[config.mk]
export PLATFORM = sky130hd
export DESIGN_NAME = zm_adsr_env_flat
export DESIGN_NICKNAME = d
export VERILOG_FILES = /design/src/rtl/zm_adsr_env_pkg.sv /design/src/rtl/zm_adsr_env_if.sv /design/src/rtl/zm_adsr_env_tick_sync.sv /design/src/rtl/zm_adsr_env.sv /design/src/flat_wrapper.sv
export SDC_FILE = /design/constraint.sdc
export NUM_CORES = 1
export LEC_CHECK = 0
export ABC_AREA = 1
export BUFFER_PORTS_ARGS = -buffer_cell sky130_fd_sc_hd__buf_2
export CAP_MARGIN = 10
export CORE_UTILIZATION = 53
export DETAILED_ROUTE_END_ITERATION = 12
export GPL_ROUTABILITY_DRIVEN = 0
export PLACE_DENSITY = 0.9
export SETUP_SLACK_MARGIN = 0.1
export SLEW_MARGIN = 20
export SYNTH_ARGS = -nofsm -noshare
export SYNTH_HDL_FRONTEND = slang
export SYNTH_SLANG_ARGS = --single-unit
[constraint.sdc]
create_clock -name clk -period 3.7 [get_ports clk]
set_clock_uncertainty 0.1 [all_clocks]
set_input_delay 0.555 -clock clk [delete_from_list [all_inputs] [get_ports clk]]
set_output_delay 0.555 -clock clk [all_outputs]
set_load 0.01 [all_outputs]
[src/rtl/zm_adsr_env_pkg.sv]
// Shared types and constants for the sample-rate ADSR envelope.
// State codes are fixed because stage_out exposes them to the bus side.
package zm_env_pkg;

    localparam int          ENV_STAGE_W = 3;
    localparam logic [15:0] LEVEL_MAX   = 16'hFFFF;

    typedef enum logic [ENV_STAGE_W-1:0] {
        ENV_IDLE    = 3'd0,
        ENV_ATTACK  = 3'd1,
        ENV_DECAY   = 3'd2,
        ENV_SUSTAIN = 3'd3,
        ENV_RELEASE = 3'd4
    } env_state_t;

endpackage

[src/rtl/zm_adsr_env_if.sv]
// Envelope control/status bundle: the word clock, the gate, four rate/level
// settings in, and the envelope level and stage out.
interface zm_adsr_env_if
    import zm_env_pkg::*;
#(
    parameter int LEVEL_W = 16
);

    logic                   lrck;
    logic                   gate;
    logic [LEVEL_W-1:0]     attack_rate;
    logic [LEVEL_W-1:0]     decay_rate;
    logic [LEVEL_W-1:0]     sustain_level;
    logic [LEVEL_W-1:0]     release_rate;
    logic [LEVEL_W-1:0]     level_out;
    logic [ENV_STAGE_W-1:0] stage_out;
    logic                   active_out;

    modport master (
        output lrck, gate, attack_rate, decay_rate, sustain_level, release_rate,
        input  level_out, stage_out, active_out
    );

    modport slave (
        input  lrck, gate, attack_rate, decay_rate, sustain_level, release_rate,
        output level_out, stage_out, active_out
    );

endinterface

[src/rtl/zm_adsr_env_tick_sync.sv]
// Brings an asynchronous sample clock into the clk domain and emits a
// one-clk tick on each of its rising edges, SYNC_STAGES+1 clk after the rise.
module zm_tick_sync #(
    parameter int SYNC_STAGES = 2
) (
    input  logic clk,
    input  logic reset,
    input  logic async_in,
    output logic tick
);

    logic [SYNC_STAGES-1:0] sync_q;
    logic                   prev_q;
    logic                   tick_q;

    // The edge detector is registered so the tick is a clean flop output.
    always_ff @(posedge clk) begin
        if (reset) begin
            sync_q <= '0;
            prev_q <= 1'b0;
            tick_q <= 1'b0;
        end else begin
            sync_q <= {sync_q[SYNC_STAGES-2:0], async_in};
            prev_q <= sync_q[SYNC_STAGES-1];
            tick_q <= sync_q[SYNC_STAGES-1] & ~prev_q;
        end
    end

    assign tick = tick_q;

endmodule

[src/rtl/zm_adsr_env.sv]
// Sample-rate ADSR envelope generator driving the VCA level.
// Build option: define ZM_ENV_EXP_RELEASE_EN for an exponential release.
module zm_adsr_env
    import zm_env_pkg::*;
#(
    parameter int LEVEL_W     = 16,
    parameter int SYNC_STAGES = 2
) (
    input  logic          clk,
    input  logic          reset,
    zm_adsr_env_if.slave  env
);

    localparam logic [LEVEL_W-1:0] LvlMax = {LEVEL_W{1'b1}};
    localparam logic [LEVEL_W-1:0] LvlOne = {{(LEVEL_W-1){1'b0}}, 1'b1};

    logic                   tick;
    env_state_t             state_q, state_d, stageEff;
    logic [LEVEL_W-1:0]     level_q, level_d;
    logic                   gate_q;
    logic [ENV_STAGE_W-1:0] stage_q;
    logic                   active_q;
    logic                   gateRise, gateFall;
    logic [LEVEL_W:0]       attackSum, decayDiff, releaseDiff;
`ifdef ZM_ENV_EXP_RELEASE_EN
    logic [LEVEL_W-1:0]     releaseStep;
`endif

    zm_tick_sync #(
        .SYNC_STAGES (SYNC_STAGES)
    ) u_tick (
        .clk      (clk),
        .reset    (reset),
        .async_in (env.lrck),
        .tick     (tick)
    );

    // Gate edges pick the stage first; the tick arithmetic then runs in that
    // stage, so an edge coinciding with a tick uses the new stage's math.
    always_comb begin
        gateRise  = env.gate & ~gate_q;
        gateFall  = ~env.gate & gate_q;
        attackSum = {1'b0, level_q} + {1'b0, env.attack_rate};
        decayDiff = {1'b0, level_q} - {1'b0, env.decay_rate};
`ifdef ZM_ENV_EXP_RELEASE_EN
        releaseStep = level_q >> env.release_rate[3:0];
        if (releaseStep == '0) begin
            releaseStep = LvlOne;
        end
        releaseDiff = {1'b0, level_q} - {1'b0, releaseStep};
`else
        releaseDiff = {1'b0, level_q} - {1'b0, env.release_rate};
`endif

        stageEff = state_q;
        if (gateRise) begin
            stageEff = ENV_ATTACK;
        end else if (gateFall && (state_q == ENV_ATTACK || state_q == ENV_DECAY ||
                                  state_q == ENV_SUSTAIN)) begin
            stageEff = ENV_RELEASE;
        end

        state_d = stageEff;
        level_d = level_q;
        if (tick) begin
            case (stageEff)
                ENV_IDLE: begin
                    level_d = '0;
                end
                ENV_ATTACK: begin
                    if (attackSum >= {1'b0, LvlMax}) begin
                        level_d = LvlMax;
                        state_d = ENV_DECAY;
                    end else begin
                        level_d = attackSum[LEVEL_W-1:0];
                    end
                end
                ENV_DECAY: begin
                    if (decayDiff[LEVEL_W] || decayDiff[LEVEL_W-1:0] <= env.sustain_level) begin
                        level_d = env.sustain_level;
                        state_d = ENV_SUSTAIN;
                    end else begin
                        level_d = decayDiff[LEVEL_W-1:0];
                    end
                end
                ENV_SUSTAIN: begin
                    level_d = env.sustain_level;
                end
                ENV_RELEASE: begin
                    if (releaseDiff[LEVEL_W] || releaseDiff[LEVEL_W-1:0] == '0) begin
                        level_d = '0;
                        state_d = ENV_IDLE;
                    end else begin
                        level_d = releaseDiff[LEVEL_W-1:0];
                    end
                end
                default: begin
                    level_d = '0;
                    state_d = ENV_IDLE;
                end
            endcase
        end

        // A corrupted state code always falls back to silence.
        if (state_q > ENV_RELEASE) begin
            state_d = ENV_IDLE;
            level_d = '0;
        end
    end

    // Stage and active flags are registered from state_d so they move with state_q.
    always_ff @(posedge clk) begin
        if (reset) begin
            state_q  <= ENV_IDLE;
            level_q  <= '0;
            gate_q   <= 1'b0;
            stage_q  <= '0;
            active_q <= 1'b0;
        end else begin
            state_q  <= state_d;
            level_q  <= level_d;
            gate_q   <= env.gate;
            stage_q  <= state_d;
            active_q <= (state_d != ENV_IDLE);
        end
    end

    assign env.level_out  = level_q;
    assign env.stage_out  = stage_q;
    assign env.active_out = active_q;

endmodule

[src/flat_wrapper.sv]
// flat-port wrapper written by rule: the top's interface ports become plain ports
module zm_adsr_env_flat import zm_env_pkg::*;
#(
    parameter int LEVEL_W     = 16,
    parameter int SYNC_STAGES = 2
)
  (clk, reset, env_lrck, env_gate, env_attack_rate, env_decay_rate, env_sustain_level, env_release_rate, env_level_out, env_stage_out, env_active_out);
  zm_adsr_env_if #(.LEVEL_W(LEVEL_W)) env_i ();
  input  logic clk;
  input  logic reset;
  input wire logic [$bits(env_i.lrck)-1:0] env_lrck;
  input wire logic [$bits(env_i.gate)-1:0] env_gate;
  input wire logic [$bits(env_i.attack_rate)-1:0] env_attack_rate;
  input wire logic [$bits(env_i.decay_rate)-1:0] env_decay_rate;
  input wire logic [$bits(env_i.sustain_level)-1:0] env_sustain_level;
  input wire logic [$bits(env_i.release_rate)-1:0] env_release_rate;
  output wire logic [$bits(env_i.level_out)-1:0] env_level_out;
  output wire logic [$bits(env_i.stage_out)-1:0] env_stage_out;
  output wire logic [$bits(env_i.active_out)-1:0] env_active_out;
  assign env_i.lrck = env_lrck;
  assign env_i.gate = env_gate;
  assign env_i.attack_rate = env_attack_rate;
  assign env_i.decay_rate = env_decay_rate;
  assign env_i.sustain_level = env_sustain_level;
  assign env_i.release_rate = env_release_rate;
  assign env_level_out = env_i.level_out;
  assign env_stage_out = env_i.stage_out;
  assign env_active_out = env_i.active_out;
  zm_adsr_env #(.LEVEL_W(LEVEL_W), .SYNC_STAGES(SYNC_STAGES)) u_core (.clk(clk), .reset(reset), .env(env_i));
endmodule
==> key figures <==
Clock network
  – CTS buffer count: 3
  – Worst-Skew Late Latency: 0.28 ns
  – H-tree Lvls: 1
  – CTS Buffer Depth: 2
  – Clk slew on worst S/H paths: 0.10 ns
  – CTS sink count: 25
  – Hold_buf cts: 0
  – Root Buffer: clkbuf_8
  – TritonCTS clock tree: done

GRT
  – Largest net degree at the start of global routing: 21
  – Vias in the first global route: 5348
  – Initial antenna violation count: 0
  – Total gr overflow: 0
  – Total track usage: 0.293
  – First-pass GRT wire length: 24.1 mm

Outcome
  – Outcome: complete, no violations

Yosys
  – Post-synthesis xor/xnor area fraction: 0.0251
  – Main synth FF type: dfxtp_1
  – Synthesized Nets: 1072
  – Ys Warns: 0
  – Mean Syn Cell Area: 5.59 um^2
  – EDFF count, synth: 0
  – Compound-cell area share of the yosys netlist: 0.113
  – Adder-Cell Fraction of Synth Area: 0.164
  – Combinational family with the most area after synthesis: simple AND/OR/NAND/NOR gates
  – Post-synthesis sequential area ratio: 0.0956
  – Asr flop ratio synth: 0
  – Synthesized flop and latch total: 25
  – Synth Area in Simple Gates: 0.446
  – Syn Std Cell Area: 0.00524 mm^2
  – Unique masters post-synth: 40
  – Mapped Cells: 937
  – Post-synthesis mux area share: 0

Worst setup path
  – Worst Path Arrival: 3.67 ns
  – Crit path launch type: register
  – Worst r2r path cells: 20
  – Reg2reg setup slack: 0.08 ns
  – Slowest stage delay, CP: 0.39 ns
  – Setup crit end kind: register
  – Worst-path cell chain: inv_2, ha_4, fa_2, o21ai_4, nand2_1, nand3_2, a31oi_1, xor2_1, inv_1, ha_1, nand2_1, o21ai_0, a21oi_1, nand2_2, nand3_4, clkbuf_16, o211ai_1, nand3_1, nand2_1, a21oi_2
  – Crit-path max FO: 5
  – Worst EP required: 3.75 ns
  – Critical path's slowest cell: fa_2
  – Most used cell, CP: nand2_1
  – Critical path class: register to register

Timing
  – Unrepaired setup endpoints after global routing: true
  – Final setup vio count: 0
  – Final Max Slew Viols: 0
  – Slew at the pin closest to its max-slew limit: 0.763 ns
  – Fin. Hold Viols: 0
  – Rel. slew slack: 0.491
  – Period utilization: 0.977
  – Final worst hold slack: 0.301 ns
  – Tmin final: 3.62 ns
  – Setup_tns: 0 ns
  – Fmax: 0.277 GHz

Placed design
  – Number of port buffers: 87
  – Dpl hpwl: 12.4 mm

Power
  – Switching pwr: 0.391 mW
  – Combinational group share of total power: 0.508
  – Worst IR Drop VDD: 134 uV
  – PwrDens: 148 mW/mm^2
  – Reg power frac: 0.304
  – Internal power: 0.538 mW
  – Switching share of power: 0.421
  – LEAKAGE: 3.78 nW
  – Clock power frac: 0.188

Detailed routing
  – Drt total wl: 15.7 mm
  – Vias after detailed routing: 6242
  – DRC: 0
  – Drt pass-1 iters: 5
  – DRT antenna net count: 0
  – Post-DR vias/cell: 5.29
  – Drt wl/cell: 13.3 um
  – 1st-iter DRT viols: 480

Layout
  – Ratio of cells with drive above 1 in the final layout: 0.212
  – ANT cells: 0
  – Register area: 505 um^2
  – Area grow syn2layout: 19.9%
  – Commonest non-fill, non-tap cell in the layout: nand2_1
  – Multi-input logic area: 0.00409 mm^2
  – Nets@finish: 1186
  – FILL cells: 815
  – Leading cell types in the layout, fill and taps excluded: nand2_1 (321), inv_1 (175), buf_2 (88), nand3_1 (67), ha_1 (58)

Worst hold path
  – Hold WC Path Type: register to register
  – Hold Path Cell Cnt: 1

Floorplan
  – Die Width: 101 um
  – Die area: 0.0103 mm^2
  – Total I/O pin count: 88
  – Die Y: 101 um
  – Area of the core: 0.00942 mm^2
  – Starting density of the core: 0.556
  – Core Rows: 35

Job
  – Max cap viols: 0
-- power by group through the flow --
| stage | logic, mW | registers, mW | clock network, mW |
|---|---|---|---|
| 2_1_floorplan | 0.296 | 0.291 | 0 |
| 3_3_place_gp | 0.424 | 0.288 | 0 |
| 3_5_place_dp | 0.432 | 0.288 | 0 |
| 4_1_cts | 0.436 | 0.282 | 0.173 |
| 5_1_grt | 0.528 | 0.283 | 0.183 |
| 6_report | 0.472 | 0.283 | 0.174 |
-- area by class of cell --
class | count | share of cell area
sequential | 25 | 0.0806
clock inverter | 1 | 0.00120
clock buffer | 3 | 0.00658
timing repair buffer | 123 | 0.119
inverter | 191 | 0.115
multi-input combinational | 707 | 0.652
tap | 129 | 0.0257
-- worst max-delay path, delay by kind of cell, from the launching register on --
family,cells,cell delay [ns]
compound gates,6,0.97
xor+xnor,1,0.20
fa+ha+maj,3,0.82
buf+inv,3,0.31
flops,1,0.35
simple gates,7,0.76
-- worst paths after layout --
path | from | end
max | u_core.env.level_out[0] | u_core.env.level_out[4]
min | u_core.u_tick.prev_q | u_core.u_tick.tick
min reg2reg | u_core.u_tick.prev_q | u_core.u_tick.tick
max reg2reg | u_core.env.level_out[0] | u_core.env.level_out[4]
-- cells in the mapped netlist, drive strengths merged (10+ instances only) --
library cell	instances	area share
o211ai	12	0.017
nand3	94	0.11
nor2	59	0.046
dfxtp	25	0.096
ha	64	0.15
nor3	10	0.012
inv	188	0.13
nand2	340	0.25
a21oi	65	0.067
buf	10	0.016
o21ai	15	0.015
-- flip-flops by register name, summed over array words and instances, names as in the netlist --
register	flops
u_core.env.level_out	16
u_core.state_q	3
u_core.env.active_out	1
u_core.u_tick.sync_q	2
u_core.gate_q	1
u_core.u_tick.prev_q	1
u_core.u_tick.tick	1
-- repair_timing --
| item | 4_1_cts | 5_1_grt |
|---|---|---|
| resized for setup | 2 | 38 |
| pin swaps | 1 | 22 |
| hold endpoints to repair | 0 | 0 |
| setup buffers | 1 | 5 |
| gates cloned | 0 | 3 |
| endpoints found under the setup margin | 6 | 18 |
-- metal layers --
layer	track usage	up-vias	part of all wire
li1	-	3170	-
met1	0.394	2762	0.44
met2	0.488	259	0.44
met3	0.0262	51	0.083
met4	0.106	0	0.037
met5	0	-	0
-- logic make-up after synthesis --
family,count (synthesis)
AO/OA/AOI/OAI,102
XOR/XNOR,15
adder cells (fa/ha/maj),67
buffers and inverters,205
flip-flops,25
AND/OR/NAND/NOR,523
-- metrics by stage --
step                utilization  instance area [um^2]  setup slack [ns]  std cells  power [mW]
finish                    0.666                  6270            0.0835       1179       0.929
floorplan                     -                  5240             0.121        937       0.587
global route              0.666                  6270           -0.0484       1179       0.994
global placement          0.631                  5940           -0.0524       1166       0.712
CTS                       0.637                  6000             0.157       1171       0.891
detailed placement        0.631                  5940            -0.123       1166       0.720
Note: power is estimated with default switching activity, not from simulation.
